`src/rtl/sap1_loader_pkg.sv`:
```
// Shared definitions for the SAP-1 program loader: FSM states, RAM depth,
// and the SAP-1 opcodes used to build images.
package sap1_loader_pkg;

  typedef enum logic [2:0] {
    S_IDLE    = 3'd0,
    S_RECV    = 3'd1,
    S_WRITE   = 3'd2,
    S_CHECK   = 3'd3,
    S_RELEASE = 3'd4,
    S_DONE    = 3'd5,
    S_ERROR   = 3'd6
  } state_t;

  localparam int RAM_DEPTH = 16;

  localparam logic [3:0] OP_LDA = 4'h0;
  localparam logic [3:0] OP_ADD = 4'h1;
  localparam logic [3:0] OP_SUB = 4'h2;
  localparam logic [3:0] OP_OUT = 4'hE;
  localparam logic [3:0] OP_HLT = 4'hF;

endpackage

```
`src/rtl/sap1_loader.sv`:
```
// Streams an image into the SAP-1 RAM, verifies its 8-bit checksum and then
// releases the core from clear. The core stays cleared while loading.
module sap1_loader
  import sap1_loader_pkg::*;
#(
  parameter int WORDS      = 16,
  parameter int CLR_CYCLES = 2
) (
  input  logic       clk,
  input  logic       clr,
  input  logic       start,
  input  logic       in_valid,
  input  logic [7:0] in_data,
  output logic       in_ready,
  output logic       prog,
  output logic       write,
  output logic [3:0] a,
  output logic [7:0] d,
  output logic       cpu_clr,
  output logic       busy,
  output logic       done,
  output logic       error
);

  localparam int AW = $clog2(RAM_DEPTH);
  localparam int TW = (CLR_CYCLES < 2) ? 1 : $clog2(CLR_CYCLES + 1);
  localparam logic [AW-1:0] LAST  = AW'(WORDS - 1);
  localparam logic [TW-1:0] TLOAD = TW'(CLR_CYCLES);

  state_t          state, n_state;
  logic [AW-1:0]   cnt, n_cnt;
  logic [7:0]      sum, n_sum;
  logic [TW-1:0]   timer, n_timer;
  logic            n_in_ready, n_prog, n_write, n_cpu_clr, n_busy, n_done, n_error;
  logic [3:0]      n_a;
  logic [7:0]      n_d;
  logic            xfer;

  always_ff @(posedge clk) begin
    if (clr) begin
      state    <= S_IDLE;
      cnt      <= '0;
      sum      <= '0;
      timer    <= '0;
      in_ready <= 1'b0;
      prog     <= 1'b0;
      write    <= 1'b0;
      a        <= '0;
      d        <= '0;
      cpu_clr  <= 1'b0;
      busy     <= 1'b0;
      done     <= 1'b0;
      error    <= 1'b0;
    end else begin
      state    <= n_state;
      cnt      <= n_cnt;
      sum      <= n_sum;
      timer    <= n_timer;
      in_ready <= n_in_ready;
      prog     <= n_prog;
      write    <= n_write;
      a        <= n_a;
      d        <= n_d;
      cpu_clr  <= n_cpu_clr;
      busy     <= n_busy;
      done     <= n_done;
      error    <= n_error;
    end
  end

  // Every output is a register; this block computes its next value.
  always_comb begin
    n_state    = state;
    n_cnt      = cnt;
    n_sum      = sum;
    n_timer    = timer;
    n_in_ready = in_ready;
    n_prog     = prog;
    n_write    = 1'b0;
    n_a        = a;
    n_d        = d;
    n_cpu_clr  = cpu_clr;
    n_busy     = busy;
    n_done     = done;
    n_error    = error;
    xfer       = in_valid & in_ready;

    case (state)
      S_IDLE, S_DONE, S_ERROR: begin
        if (start) begin
          n_state    = S_RECV;
          n_prog     = 1'b1;
          n_cpu_clr  = 1'b1;
          n_busy     = 1'b1;
          n_done     = 1'b0;
          n_error    = 1'b0;
          n_cnt      = '0;
          n_sum      = '0;
          n_in_ready = 1'b1;
        end
      end
      S_RECV: begin
        if (xfer) begin
          n_d        = in_data;
          n_a        = 4'(cnt);
          n_sum      = sum + in_data;
          n_write    = 1'b1;
          n_in_ready = 1'b0;
          n_state    = S_WRITE;
        end
      end
      S_WRITE: begin
        n_in_ready = 1'b1;
        // The counter parks on the last address instead of wrapping.
        if (cnt == LAST) begin
          n_state = S_CHECK;
        end else begin
          n_cnt   = cnt + 1'b1;
          n_state = S_RECV;
        end
      end
      S_CHECK: begin
        if (xfer) begin
          n_in_ready = 1'b0;
          if (in_data == sum) begin
            n_state = S_RELEASE;
            n_timer = TLOAD;
            n_prog  = 1'b0;
          end else begin
            n_state = S_ERROR;
            n_busy  = 1'b0;
            n_error = 1'b1;
          end
        end
      end
      S_RELEASE: begin
        n_timer = timer - TW'(1);
        if (timer == TW'(1)) begin
          n_state   = S_DONE;
          n_cpu_clr = 1'b0;
          n_busy    = 1'b0;
          n_done    = 1'b1;
        end
      end
      default: n_state = S_IDLE;
    endcase
  end

endmodule

```
`config.mk`:
```
export PLATFORM = sky130hd
export DESIGN_NAME = sap1_loader
export DESIGN_NICKNAME = d
export VERILOG_FILES = /design/src/rtl/sap1_loader_pkg.sv /design/src/rtl/sap1_loader.sv
export SDC_FILE = /design/constraint.sdc
export NUM_CORES = 1
export LEC_CHECK = 0
export ABC_AREA = 1
export CAP_MARGIN = 20
export CELL_PAD_IN_SITES_DETAIL_PLACEMENT = 1
export CELL_PAD_IN_SITES_GLOBAL_PLACEMENT = 2
export CORE_MARGIN = 4
export CORE_UTILIZATION = 31
export CTS_BUF_LIST = sky130_fd_sc_hd__clkbuf_8 sky130_fd_sc_hd__clkbuf_16
export DETAILED_ROUTE_END_ITERATION = 10
export PLACE_DENSITY = 0.84
export SLEW_MARGIN = 40
export SYNTH_ARGS = -nofsm -noshare
export SYNTH_HDL_FRONTEND = slang
export SYNTH_SLANG_ARGS = --single-unit
```
`constraint.sdc`:
```
create_clock -name clk -period 4.2 [get_ports clk]
set_input_delay 0.84 -clock clk [delete_from_list [all_inputs] [get_ports clk]]
set_output_delay 0.84 -clock clk [all_outputs]
set_load 0.01 [all_outputs]
```
; Yosys cells after proc, flatten, opt, wreduce, memory -nomap -nowiden
; Index checks and enable logic that the tools add are counted.
[totals]
reg_bits = 36
mem_bits_rw = 0
mem_bits_ro = 0
latch_bits = 0
out_inout_bits = 19
n_memories = 0
[op_classes]
add_sub_neg = 3
n_eq_ne = 17
n_div = 0
mul = 0
n_mux = 34
shifts = 0
n_bitwise = 2
order_cmp = 0
reduce_logical = 21
[ops]
columns = cell, n
row1 = two-way mux 8 bit, 2
row2 = case mux 8 bit (2 select lines), 1
row3 = case mux 3 bit (5 select lines), 1
row4 = AND reduction 3 bit, 5
row5 = != test 2 bit (second input constant), 7
row6 = two-way mux 1 bit, 12
row7 = two-way mux 3 bit, 4
row8 = AND reduction 4 bit, 3
row9 = nonzero test 2 bit, 5
row10 = equality test 3 bit (second input constant), 3
row11 = adder 8 bit, 1
row12 = equality test 8 bit, 1
row13 = two-way mux 2 bit, 4
row14 = two-way mux 4 bit, 2
row15 = case mux 1 bit (2 select lines), 4
row16 = case mux 4 bit (2 select lines), 1
row17 = equality test 3 x 2 -> 1 bit (second input constant), 2
row18 = case mux 1 bit (3 select lines), 2
row19 = nonzero test 3 bit, 2
row20 = AND reduction 5 bit, 1
row21 = adder 4 x 1 -> 4 bit (second input constant), 1
row22 = equality test 4 bit (second input constant), 1
row23 = case mux 2 bit (2 select lines), 1
row24 = OR reduction 2 bit, 2
row25 = other kinds (9), 9

; Logic depth before layout (Yosys ltp)
[depth]
depth_word = 4
ltp_mapped = 11
ltp_nobuf = 10

; Worst setup path after synthesis
; OpenSTA, ideal clock, no wires.
[synth_path]
kind = input port to flip-flop
startpoint = in in_data[2]
endpoint = reg timer[0]
t_required_ps = 4087
stages = 9
setup_slack_ps = 2220
arrival_ps = 1867
path_cell_list = ha_1 > nor2_1 > nand2_1 > nor2_1 > nand3_1 > nand2_1 > nand2_1 > o21ai_1 > inv_1
[synth_between]
elab_chain_cells = 3
[synth_rtl]
columns = element, line
row1 = start: declaration, sap1_loader.sv:13  ; input logic [7:0] in_data,
row2 = equality test 8 bit, sap1_loader.sv:125  ; if (in_data == sum) begin
row3 = != test 2 bit (no line), n/a
row4 = AND reduction 3 bit (no line), n/a
row5 = end signal: assignment, sap1_loader.sv:58  ; timer <= n_timer;
row6 = end: declaration, sap1_loader.sv:33  ; logic [TW-1:0] timer, n_timer;
; No other way between the ends.
; A chain may end at the register's enable or synchronous reset.

; Worst setup path in the final report
[layout_path]
startpoint = in in_data[3]
endpoint = reg prog
[layout_between]
elab_chain_cells = 3
[layout_rtl]
columns = element, line
row1 = equality test 8 bit, sap1_loader.sv:125
row2 = != test 2 bit (no line), n/a
row3 = AND reduction 4 bit (no line), n/a
row4 = end signal: assignment, sap1_loader.sv:60  ; prog <= n_prog;
row5 = end: declaration, sap1_loader.sv:15  ; output logic prog,
; No other way between the ends.

==> results by group <==
Status
  – Status: complete, no violations

Clock tree
  – Post-CTS Setup Bufs: 0
  – Post-CTS sizing: 0
  – Bufs on Longest Clock Path: 2
  – Hold Buf Count CTS: 0
  – CTS sink cnt: 36
  – Clock root cell: clkbuf_8
  – Cts bufs inserted: 5
  – Clk pin slew, worst setup/hold paths: 0.08 ns
  – CTS tree: built
  – H-tree levels: 2
  – Worst-skew pair later-pin latency: 0.30 ns

Final layout
  – Most frequent cells in the layout: nand2_1, nor2_1, dfxtp_1
  – Share of layout cells above drive strength 1: between 7 and 8%
  – Final #Nets: ~330
  – N_diodes: 0
  – Area growth syn-to-layout: 25.1%
  – Most common cell after layout, fill and taps aside: nand2_1

STA
  – Final setup TNS: 0 ns
  – Worst Tran Pin Value: approximately 0.55 ns
  – Relative slew margins: a little under two thirds
  – Final hold viol count: 0
  – RSZ-0062 raised after global routing: no
  – Final setup viols: 0
  – Max Clock Skew: around 0.007 ns
  – Post-layout min period: roughly 2.3 ns
  – Fin crit share: 54.5%
  – Max Freq: between 400 and 500 MHz
  – Number of max-slew violations in the final report: 0

Critical path
  – Largest stage delay, worst path: about 0.44 ns
  – Crit path launch type: primary input
  – Crit-path cells: clkdlybuf4s50_1 > ha_1 > nor2_1 > nand2_1 > nor2_1 > nand3_1 > nor2_1 > nor2_1 > o21ai_1 > inv_1
  – R2R Setup Slk: between 2 and 2.5 ns
  – Crit Path Class: in2reg
  – Crit path required time: 4.39 ns
  – Cell mode on critical path: nor2_1
  – Critical Path Sink Type: flop
  – Worst path bufs/invs: 2
  – CP delay by family, top: simple AND/OR/NAND/NOR gates
  – CP max FO: 6
  – Worst EP arrival: between 2 and 2.5 ns
  – Slowest CP cell: clkdlybuf4s50_1

Power and ir drop
  – Leakage: about 1.1 nW
  – PD cells: between 500 and 600 nW/µm²
  – Maximum VDD drop: around 230 µV
  – Total Power: 0.00126 W

GRT
  – Gr usage total: approximately 15%
  – Vias in the first global route: ~1900
  – Largest net degree at the start of global routing: 24
  – Total global routing overflow: 0
  – Global-route wire length before repair: a little under 9000 µm
  – Initial antenna violation count: 0

Synth
  – Top cell type's share of synthesized area: approximately 38%
  – Synth top area cells: dfxtp_1, nand2_1, nor2_1
  – Synthesis-stage register bit count: 36
  – Post-synth EDFFs: 0
  – Synth unique cells: 26
  – Gate Count Post-Synth: 278
  – Netlist Area Pre-Place: roughly 1900 µm²
  – Leading area contributor after synthesis: dfxtp_1
  – FFs w/ async S/R, synth: 0%
  – Yosys Warn Count: 0
  – Post-Syn Area per Cell: roughly 7 µm²
  – Dominant synthesized flop cell: dfxtp_1
  – Post-Syn Nets: 300
  – Sequential fraction of the synthesis area: between 30% and 40%

Floorplanning
  – Site Rows: 28
  – CORE AREA: just under 6000 µm²
  – IO Count: 31
  – Die W: 86.4 µm
  – Initial Util: 32.0%
  – Die ar.: around 7500 µm²
  – Die Span Y: between 80 and 90 µm

Hold path
  – Worst hold path type: reg2reg

Routing
  – Avg WL per Cell: between 10 and 15 µm
  – Number of vias per cell: around 4.7
  – Final wirelength: approximately 5200 µm
  – Pre-Repair DR Iteration Count: 4
  – Remaining DRCs: 0
  – ANT nets after route: 0
  – DR iter-0 viols: 86
  – Vias: 1826

Place
  – Dpl hpwl: between 3000 and 4000 µm
  – GP Congestion: roughly 0.77
  – IO buf count: 30

Job
  – Max Cap Viol: 0
[worst reg2reg max path, stage by stage, from the launching register on]
cell and delay [ns]:
dfxtp_1 0.45, inv_2 0.11, nand2_2 0.15, nor3_4 0.04, buf_4 0.22, inv_2 0.23, nand2_1 0.14, nand2_4 0.14
nand2_1 0.07, a21oi_1 0.13
[logic make-up after synthesis]
| group | count (synthesis) | share of synthesized area [%] |
|---|---|---|
| flip-flops | 36 | 37.8 |
| XOR/XNOR | 5 | 2.30 |
| AND/OR/NAND/NOR | 146 | 33.7 |
| buffers and inverters | 39 | 8.27 |
| AO/OA/AOI/OAI | 42 | 11.0 |
| adder cells (fa/ha/maj) | 10 | 6.96 |
[path summary, 6_finish.rpt]
check / start / end / cells past startpoint
worst min register to register: done / done / 2
worst min-delay path: done / done / 2
worst max-delay path: in_data[3] / prog / 10
worst max register to register: state[2] / sum[5] / 9
[metal layers]
| layer | wire [µm] | vias up | part of all wire [%] | track usage, % |
|---|---|---|---|---|
| li1 | - | 956 | - | - |
| met1 | 2520 | 848 | 49 | 18.4 |
| met2 | 2470 | 17 | 48 | 26.2 |
| met3 | 138 | 5 | 2.7 | 3.42 |
| met4 | 53 | 0 | 1.0 | 3.82 |
| met5 | 0 | - | 0 | 0 |
[area by class of cell]
class	instances	area (µm²)
fill	783	3570
multi-input combinational	203	1030
sequential	36	721
timing repair buffer	32	315
inverter	31	116
tap	75	93.8
clock buffer	5	68.8
clock inverter	3	42.5
[synthesized netlist by cell type (all sizes together) (4+ instances only)]
library cell and n:
a21oi 25, nand2 71, nor2 45, ha 9, o21ai 17, xor2 4, buf 4, nand3 20
nand4 6, dfxtp 36, inv 31, clkbuf 4
[sequential cells by signal (all words and copies together), names as in the netlist]
| name | count |
|---|---|
| write | 1 |
| state | 3 |
| timer | 2 |
| prog | 1 |
| error | 1 |
| a | 4 |
| d | 8 |
| cnt | 4 |
| sum | 8 |
| in_ready | 1 |
| busy | 1 |
| cpu_clr | 1 |
| done | 1 |
[through the flow]
step	instances	utilization, %	setup slack [ns]	hold WS (ns)	instance area, µm²
after detailed placement	377	38.2	1.60	0.456	2270
final	385	40.1	1.91	0.465	2390
after floorplan	278	-	2.22	0.437	1910
after CTS	385	40.1	1.90	0.470	2390
after global routing	385	40.1	1.72	0.504	2390
after global placement	377	38.2	1.59	0.453	2270
[report_power, final]
part	internal, W	switching, W	leakage (nW)
Combinational	0.000190	0.000308	0.731
Clock	0.000176	0.000141	0.0541
Sequential	0.000400	0.0000491	0.293
No activity file was read; power rests on OpenSTA's default activity.
